$ cat config.mk
export PLATFORM = sky130hd
export DESIGN_NAME = clockgen_prog
export DESIGN_NICKNAME = d
export VERILOG_FILES = /design/src/rtl/clockgen_prog.sv
export SDC_FILE = /design/constraint.sdc
export NUM_CORES = 1
export LEC_CHECK = 0
export CORE_ASPECT_RATIO = 0.75
export CORE_UTILIZATION = 45
export DETAILED_ROUTE_END_ITERATION = 8
export PLACE_DENSITY = 0.74
export RECOVER_POWER = 25
export SYNTH_ARGS = -nofsm -noshare
export SYNTH_HDL_FRONTEND = slang
export SYNTH_SLANG_ARGS = --single-unit
$ cat constraint.sdc
create_clock -name clock -period 9.28 [get_ports clock]
set_input_delay 0.928 -clock clock [delete_from_list [all_inputs] [get_ports clock]]
set_output_delay 0.928 -clock clock [all_outputs]
set_load 0.01 [all_outputs]
$ cat src/rtl/clockgen_prog.sv
// Programmable slow-clock / tick generator: period and high time are loaded at
// runtime and take effect only at a period boundary, so mclk never glitches.
module clockgen_prog #(
    parameter int WIDTH        = 26,
    parameter int DEFAULT_DIV  = 50000000,
    parameter int DEFAULT_HIGH = 25000000
) (
    input  logic             clock,
    input  logic             reset,
    input  logic             enable,
    input  logic             sync_clear,
    input  logic             load,
    input  logic [WIDTH-1:0] div_in,
    input  logic [WIDTH-1:0] high_in,
    output logic             mclk,
    output logic             tick,
    output logic             cfg_pending,
    output logic             load_ack,
    output logic             cfg_err
);

    logic [WIDTH-1:0] cnt, cnt_nxt;
    logic [WIDTH-1:0] div_act, high_act, div_nxt, high_nxt;
    logic [WIDTH-1:0] div_pend, high_pend;
    logic             load_ok, wrap, apply, mclk_nxt;

    assign load_ok = load && (div_in >= WIDTH'(2)) && (high_in != '0) && (high_in < div_in);
    assign wrap    = enable && (cnt == div_act - WIDTH'(1));
    assign apply   = cfg_pending && (sync_clear || wrap);

    // mclk is evaluated against the config that will be live next cycle,
    // so the first cycle of a freshly applied period already uses it.
    always_comb begin
        div_nxt  = apply ? div_pend  : div_act;
        high_nxt = apply ? high_pend : high_act;
        cnt_nxt  = cnt;
        mclk_nxt = mclk;
        if (sync_clear) begin
            cnt_nxt  = '0;
            mclk_nxt = 1'b0;
        end else if (enable) begin
            cnt_nxt  = wrap ? '0 : cnt + WIDTH'(1);
            mclk_nxt = (cnt_nxt >= div_nxt - high_nxt);
        end
    end

    always_ff @(posedge clock) begin
        if (reset) begin
            cnt         <= '0;
            div_act     <= WIDTH'(DEFAULT_DIV);
            high_act    <= WIDTH'(DEFAULT_HIGH);
            div_pend    <= '0;
            high_pend   <= '0;
            cfg_pending <= 1'b0;
            mclk        <= 1'b0;
            tick        <= 1'b0;
            load_ack    <= 1'b0;
            cfg_err     <= 1'b0;
        end else begin
            cnt      <= cnt_nxt;
            div_act  <= div_nxt;
            high_act <= high_nxt;
            mclk     <= mclk_nxt;
            tick     <= sync_clear || wrap;
            load_ack <= apply;
            cfg_err  <= load && !load_ok;
            // A new load always lands in pending, even when an older one applies now.
            if (load_ok) begin
                div_pend    <= div_in;
                high_pend   <= high_in;
                cfg_pending <= 1'b1;
            end else if (apply) begin
                cfg_pending <= 1'b0;
            end
        end
    end

endmodule

==> results of run 1 <==
==> path summary, 6_finish.rpt <==
check	end	start	slack (ps)	cells after the start
worst min-delay path	div_pend[22]$_SDFFE_PP0P_	div_pend[22]$_SDFFE_PP0P_	490	2
worst min register to register	div_pend[22]$_SDFFE_PP0P_	div_pend[22]$_SDFFE_PP0P_	490	2
worst max-delay path	mclk$_SDFFE_PP0P_	div_act[2]$_SDFF_PP0_	1310	26
worst max register to register	mclk$_SDFFE_PP0P_	div_act[2]$_SDFF_PP0_	1310	26
==> critical path, stage by stage, from the launching register on <==
cell and delay, ps:
dfxtp_1 380, nor3_1 640, nand4b_1 310, or3_1 380, a21oi_1 160, o31a_1 200, nor4_1 110, o21ai_0 730
buf_4 730, mux2_2 430, ha_1 330, a21o_1 170, a21oi_1 250, o21a_1 180, nor4b_1 70, or3_1 400
a21bo_2 270, a311o_1 350, o31ai_1 250, xor2_1 190, ha_1 260, nor2b_1 130, o21ai_0 140, o41ai_1 90
or4_1 480, a31oi_1 150, nor3_1 60
==> power groups by stage <==
stage          Clock (uW)  Combinational [uW]  Sequential (uW)
2_1_floorplan           0                 298              640
6_report              661                 416              637
3_5_place_dp            0                 407              651
3_3_place_gp            0                 399              650
4_1_cts               664                 412              638
5_1_grt               695                 455              641
==> layout by cell type (no fill, tap or decap), types with 24 or more instances in the layout <==
| cell type | instances |
|---|---|
| xnor2_1 | 42 |
| xor2_1 | 37 |
| ha_1 | 78 |
| inv_1 | 35 |
| nand3_1 | 24 |
| nand2_1 | 37 |
| dfxtp_1 | 135 |
| nor2b_1 | 32 |
| clkdlybuf4s50_1 | 55 |
| o21ai_0 | 42 |
| mux2i_1 | 81 |
| a21oi_1 | 56 |
| nor2_1 | 133 |
==> layout make-up <==
cell class | instances | area [um2]
inverter | 35 | 131.4
clock inverter | 14 | 128.9
sequential | 135 | 2703
fill | 1738 | 9151
multi-input combinational | 819 | 5914
clock buffer | 18 | 439.2
timing repair buffer | 67 | 649.4
tap | 253 | 316.6
==> state kept, by name, summed over array words and instances, names as in the netlist <==
register     count
div_act         26
cfg_pending      1
cnt             26
high_pend       26
high_act        26
load_ack         1
cfg_err          1
div_pend        26
mclk             1
tick             1
==> kinds of logic after synthesis <==
| family | synth area share |
|---|---|
| AND/OR/NAND/NOR | 0.2283 |
| AO/OA/AOI/OAI | 0.1182 |
| flip-flops | 0.3008 |
| multiplexers | 0.1249 |
| buffers and inverters | 0.03996 |
| XOR/XNOR | 0.07700 |
| adder cells (fa/ha/maj) | 0.1108 |
==> per-layer routing <==
metal  track usage  share of wire  vias up
met5             0              0        -
met4       0.05181          0.013        0
met3       0.05395          0.066       34
met2        0.3355           0.43      207
met1        0.3270           0.49     3591
li1              -              -     3758
==> through the flow <==
stage,instance area (um2),total power (uW),hold slack (ps),worst slack [ps],util
3_5_place_dp,9744,1057,481.9,1562,0.5014
4_1_cts,10310,1714,497.3,1877,0.5306
3_3_place_gp,9744,1049,474.9,1646,0.5014
5_1_grt,10280,1791,526.8,870.2,0.5291
2_1_floorplan,8986,938.1,452.3,2425,-
6_report,10280,1714,487.7,1306,0.5291
==> flow_metrics.env, run 1 <==
export IMPL_crit_fanout=51
export IMPL_clock_path_buffers=2
export IMPL_synth_edf_count=0
export IMPL_hold_violations=0
export IMPL_dp_cells=1309
export IMPL_yosysTopAreaCell="dfxtp_1"
export IMPL_ys_types=71
export IMPL_worst_slew_pin_slew_ps=2107
export IMPL_slew_viol_final=53
export IMPL_grt_ovfl_total=0
export IMPL_start_util=0.4624
export IMPL_layout_drive_gt1_share=0.07261
export IMPL_yosys_top_cells_count="135 x dfxtp_1, 133 x nor2_1, 81 x mux2i_1"
export IMPL_core_area_um2=19430
export IMPL_power_internal_uw=1161
export IMPL_track_usage=0.2264
export IMPL_drc=0
export IMPL_setup_viol=0
export IMPL_drt_iter0_drc=569
export IMPL_drt_total_wl_um=22910
export IMPL_powerDensity_nw_per_um2=166.7
export IMPL_arrival_ps=8250
export IMPL_final_nets=1211
export IMPL_numClockSinks=135
export IMPL_cts_tree="yes"
export IMPL_post_cts_buffers=0
export IMPL_htree_levels=4
export IMPL_maxCapViolations=1
export IMPL_clk_pin_slew_ps=70
export IMPL_yosys_warnings=0
export IMPL_first_global_vias=6883
export IMPL_dr_pass1_iters=5
export IMPL_synth_top_area_frac=0.3008
export IMPL_io_pins=62
export IMPL_portBuffers=61
export IMPL_synth_most_common_cell="dfxtp_1"
export IMPL_fp_row_count=44
export IMPL_die_x_um=165.2
export IMPL_async_flop_share=0
export IMPL_pwr_share_comb=0.243
export IMPL_hpwl_um=17130
export IMPL_syn_nets=1177
export IMPL_switching_share=0.3228
export IMPL_syn_to_final_growth_pct=14.43
export IMPL_startpoint_type="register"
export IMPL_vias=7590
export IMPL_seq_power_share=0.372
export IMPL_synth_seq_cells=135
export IMPL_hp_class="reg -> reg"
export IMPL_place_gp_congestion=0.9209
export IMPL_synth_area_leaders="dfxtp_1 30%, ha_1 11%, mux2i_1 9.0%"
export IMPL_root_buffer="clkbuf_16"
export IMPL_relSlewSlack=-0.4047
export IMPL_ir_drop_v=0.0001223
export IMPL_switchingPower_uw=553.4
export IMPL_fmax_mhz=125.4
export IMPL_final_antenna_net_count=0
export IMPL_ys_seq_area_frac=0.3008
export IMPL_fin_tns_setup_ps=0
export IMPL_violations="capacitance limit, slew limit"
export IMPL_post_cts_resized=0
export IMPL_leakage_uw=0.004573
export IMPL_netlist_area_um2=8986
export IMPL_hold_buffers=0
export IMPL_fin_cells=1341
export IMPL_clk_latency_ps=420
export IMPL_grt_first_pass_wirelength_um=36650
export IMPL_end_kind="register"
export IMPL_grt_setup_unrepaired="false"
export IMPL_fin_skew_ps=11.06
export IMPL_post_route_period_util=0.8593
export IMPL_antenna_found_initial=0
export IMPL_vias_per_cell=5.660
export IMPL_dieHeight_um=124.4
export IMPL_cp_data_required_time_ps=9560
export IMPL_ys_flop_type="dfxtp_1"
export IMPL_die_area_um2=20540
export IMPL_critPathKind="reg -> reg"
export IMPL_grt_max_degree=72
export IMPL_status="finished, violations left"
export IMPL_period_needed_ps=7974
export IMPL_avgSynthCellArea_um2=8.632
export IMPL_wl_per_cell_um=17.09
export IMPL_synth_cells=1041
export IMPL_diodes=0
export IMPL_clock_power_share=0.386
export IMPL_numCtsBuffers=17
Power figures use the tool's default switching activity.
==> run 2: changes to the inputs <==
==> constraint.sdc (replaced) <==
create_clock -name clock -period 9.28 [get_ports clock]
set_input_delay 1.856 -clock clock [delete_from_list [all_inputs] [get_ports clock]]
set_output_delay 1.856 -clock clock [all_outputs]
set_load 0.01 [all_outputs]
==> run 2 against run 1 <==
Largest power group unchanged. Maximum frequency shrank 5.7%. Final area grew 0.46%. Clock power grew 4.4%. Clock skew shrank 3.5 ps. Clock-buffer cell count shrank 1. Die area is the same. The run still ends with capacitance limit, slew limit left.
==> flow_metrics.env, run 2 (synthesis results as in run 1) <==
export IMPL_drt_total_wl_um=23500
export IMPL_place_gp_congestion=0.9423
export IMPL_drt_iter0_drc=659
export IMPL_end_kind="register"
export IMPL_layout_common_cells="135 x dfxtp_1, 133 x nor2_1, 81 x mux2i_1"
export IMPL_portBuffers=61
export IMPL_grt_ovfl_total=0
export IMPL_hold_violations=0
export IMPL_vias_per_cell=5.651
export IMPL_critPathKind="in -> reg"
export IMPL_final_nets=1213
export IMPL_maxCapViolations=1
export IMPL_fp_row_count=44
export IMPL_powerDensity_nw_per_um2=168.2
export IMPL_pre_cts_ws_ps=700.7
export IMPL_status="finished, violations left"
export IMPL_post_route_period_util=0.9116
export IMPL_layout_commonest_cell="dfxtp_1"
export IMPL_grt_max_degree=107
export IMPL_numCtsBuffers=17
export IMPL_hold_buffers=0
export IMPL_leakage_uw=0.004593
export IMPL_ir_drop_v=0.0001128
export IMPL_cp_data_required_time_ps=9570
export IMPL_setup_viol=0
export IMPL_slew_viol_final=53
export IMPL_grt_first_pass_wirelength_um=37400
export IMPL_core_area_um2=19430
export IMPL_numClockSinks=135
export IMPL_die_area_um2=20540
export IMPL_pwr_share_comb=0.236
export IMPL_clk_pin_slew_ps=60
export IMPL_htree_levels=4
export IMPL_diodes=0
export IMPL_grt_setup_unrepaired="false"
export IMPL_io_pins=62
export IMPL_clock_path_buffers=2
export IMPL_worst_slew_pin_slew_ps=2264
export IMPL_die_x_um=165.2
export IMPL_worst_slack_ps=820.2
export IMPL_cts_tree="yes"
export IMPL_drc=0
export IMPL_dieHeight_um=124.4
export IMPL_post_cts_buffers=0
export IMPL_violations="capacitance limit, slew limit"
export IMPL_first_global_vias=7168
export IMPL_start_util=0.4624
export IMPL_hpwl_um=17590
export IMPL_hp_class="reg -> reg"
export IMPL_post_cts_resized=0
export IMPL_clk_latency_ps=430
export IMPL_antenna_found_initial=0
export IMPL_hold_depth=2
export IMPL_final_core_util=0.5315
export IMPL_fin_skew_ps=7.528
export IMPL_switching_share=0.3080
export IMPL_fmax_mhz=118.2
export IMPL_wl_per_cell_um=17.51
export IMPL_vias=7583
export IMPL_layout_drive_gt1_share=0.07346
export IMPL_crit_fanout=14
export IMPL_track_usage=0.2337
export IMPL_root_buffer="clkbuf_16"
export IMPL_r2r_worst_path_cells=27
export IMPL_period_needed_ps=8460
export IMPL_clock_power_share=0.397
export IMPL_dr_pass1_iters=5
export IMPL_startpoint_type="input pin"
export IMPL_fin_tns_setup_ps=0
export IMPL_final_antenna_net_count=0
export IMPL_syn_to_final_growth_pct=14.95
export IMPL_power_internal_uw=1203
export IMPL_switchingPower_uw=535.3
export IMPL_relSlewSlack=-0.5092
export IMPL_seq_power_share=0.367
export IMPL_arrival_ps=8750
==> run 2: worst max-delay path, stage by stage <==
cell             delay, ps
clkdlybuf4s50_1        480
inv_1                   40
buf_4                  180
nor4_1                 310
nand4_1                120
a2111o_1               390
nor4_1                 610
o21ai_4                260
mux2i_1                270
ha_1                   190
inv_1                   50
fa_1                   390
a21o_1                 190
a21oi_1                260
o21a_1                 190
nor4b_1                 70
or3_1                  400
a21bo_2                270
a311o_1                350
o31ai_1                250
xor2_1                 190
ha_1                   260
nor2b_1                130
o21ai_0                220
o41ai_1                130
or4_1                  480
a31oi_1                150
nor3_1                  50
==> run 2: cell type report <==
class                      count  area [um2]
tap                          253       316.6
clock inverter                14       163.9
timing repair buffer          69       664.4
inverter                      35       131.4
multi-input combinational    819        5926
clock buffer                  17       425.4
sequential                   135        2703
fill                        1791        9104
==> run 2: routing by layer <==
layer  GRT usage  wire length (um)  up-vias
li1            -                 -     3763
met5           0                 0        -
met4     0.05235               328        0
met2      0.3488             10010      194
met3     0.06394              1717       30
met1      0.3309             11450     3596
==> run 2: metrics by stage <==
stage | std cells | hold WS [ps] | cell area, um2 | power (uW)
2_1_floorplan | 1041 | 452.3 | 8986 | 938.1
3_3_place_gp | 1311 | 472.7 | 9759 | 1045
3_5_place_dp | 1311 | 482.4 | 9759 | 1052
4_1_cts | 1342 | 496.6 | 10350 | 1742
5_1_grt | 1342 | 520.1 | 10330 | 1816
6_report | 1342 | 494.1 | 10330 | 1738
==> run 2: final timing paths <==
path / start / endpoint / slack [ps]
worst max-delay path: enable / mclk$_SDFFE_PP0P_ / 820
worst min-delay path: div_pend[22]$_SDFFE_PP0P_ / div_pend[22]$_SDFFE_PP0P_ / 490
worst min register to register: div_pend[22]$_SDFFE_PP0P_ / div_pend[22]$_SDFFE_PP0P_ / 490
worst max register to register: div_act[17]$_SDFF_PP1_ / mclk$_SDFFE_PP0P_ / 1210
==> run 2: power by group through the flow <==
| stage | clock network [uW] | logic [uW] | registers [uW] |
|---|---|---|---|
| floorplan | 0 | 298 | 640 |
| global placement | 0 | 395 | 650 |
| detailed placement | 0 | 401 | 651 |
| CTS | 698 | 406 | 638 |
| global route | 723 | 452 | 642 |
| finish | 690 | 410 | 638 |
==> run 3: changes to the inputs <==
- CAP_MARGIN: unset -> 20
==> results of run 3 <==
The final DEF is identical to that of run 2; final timing and power are the same.
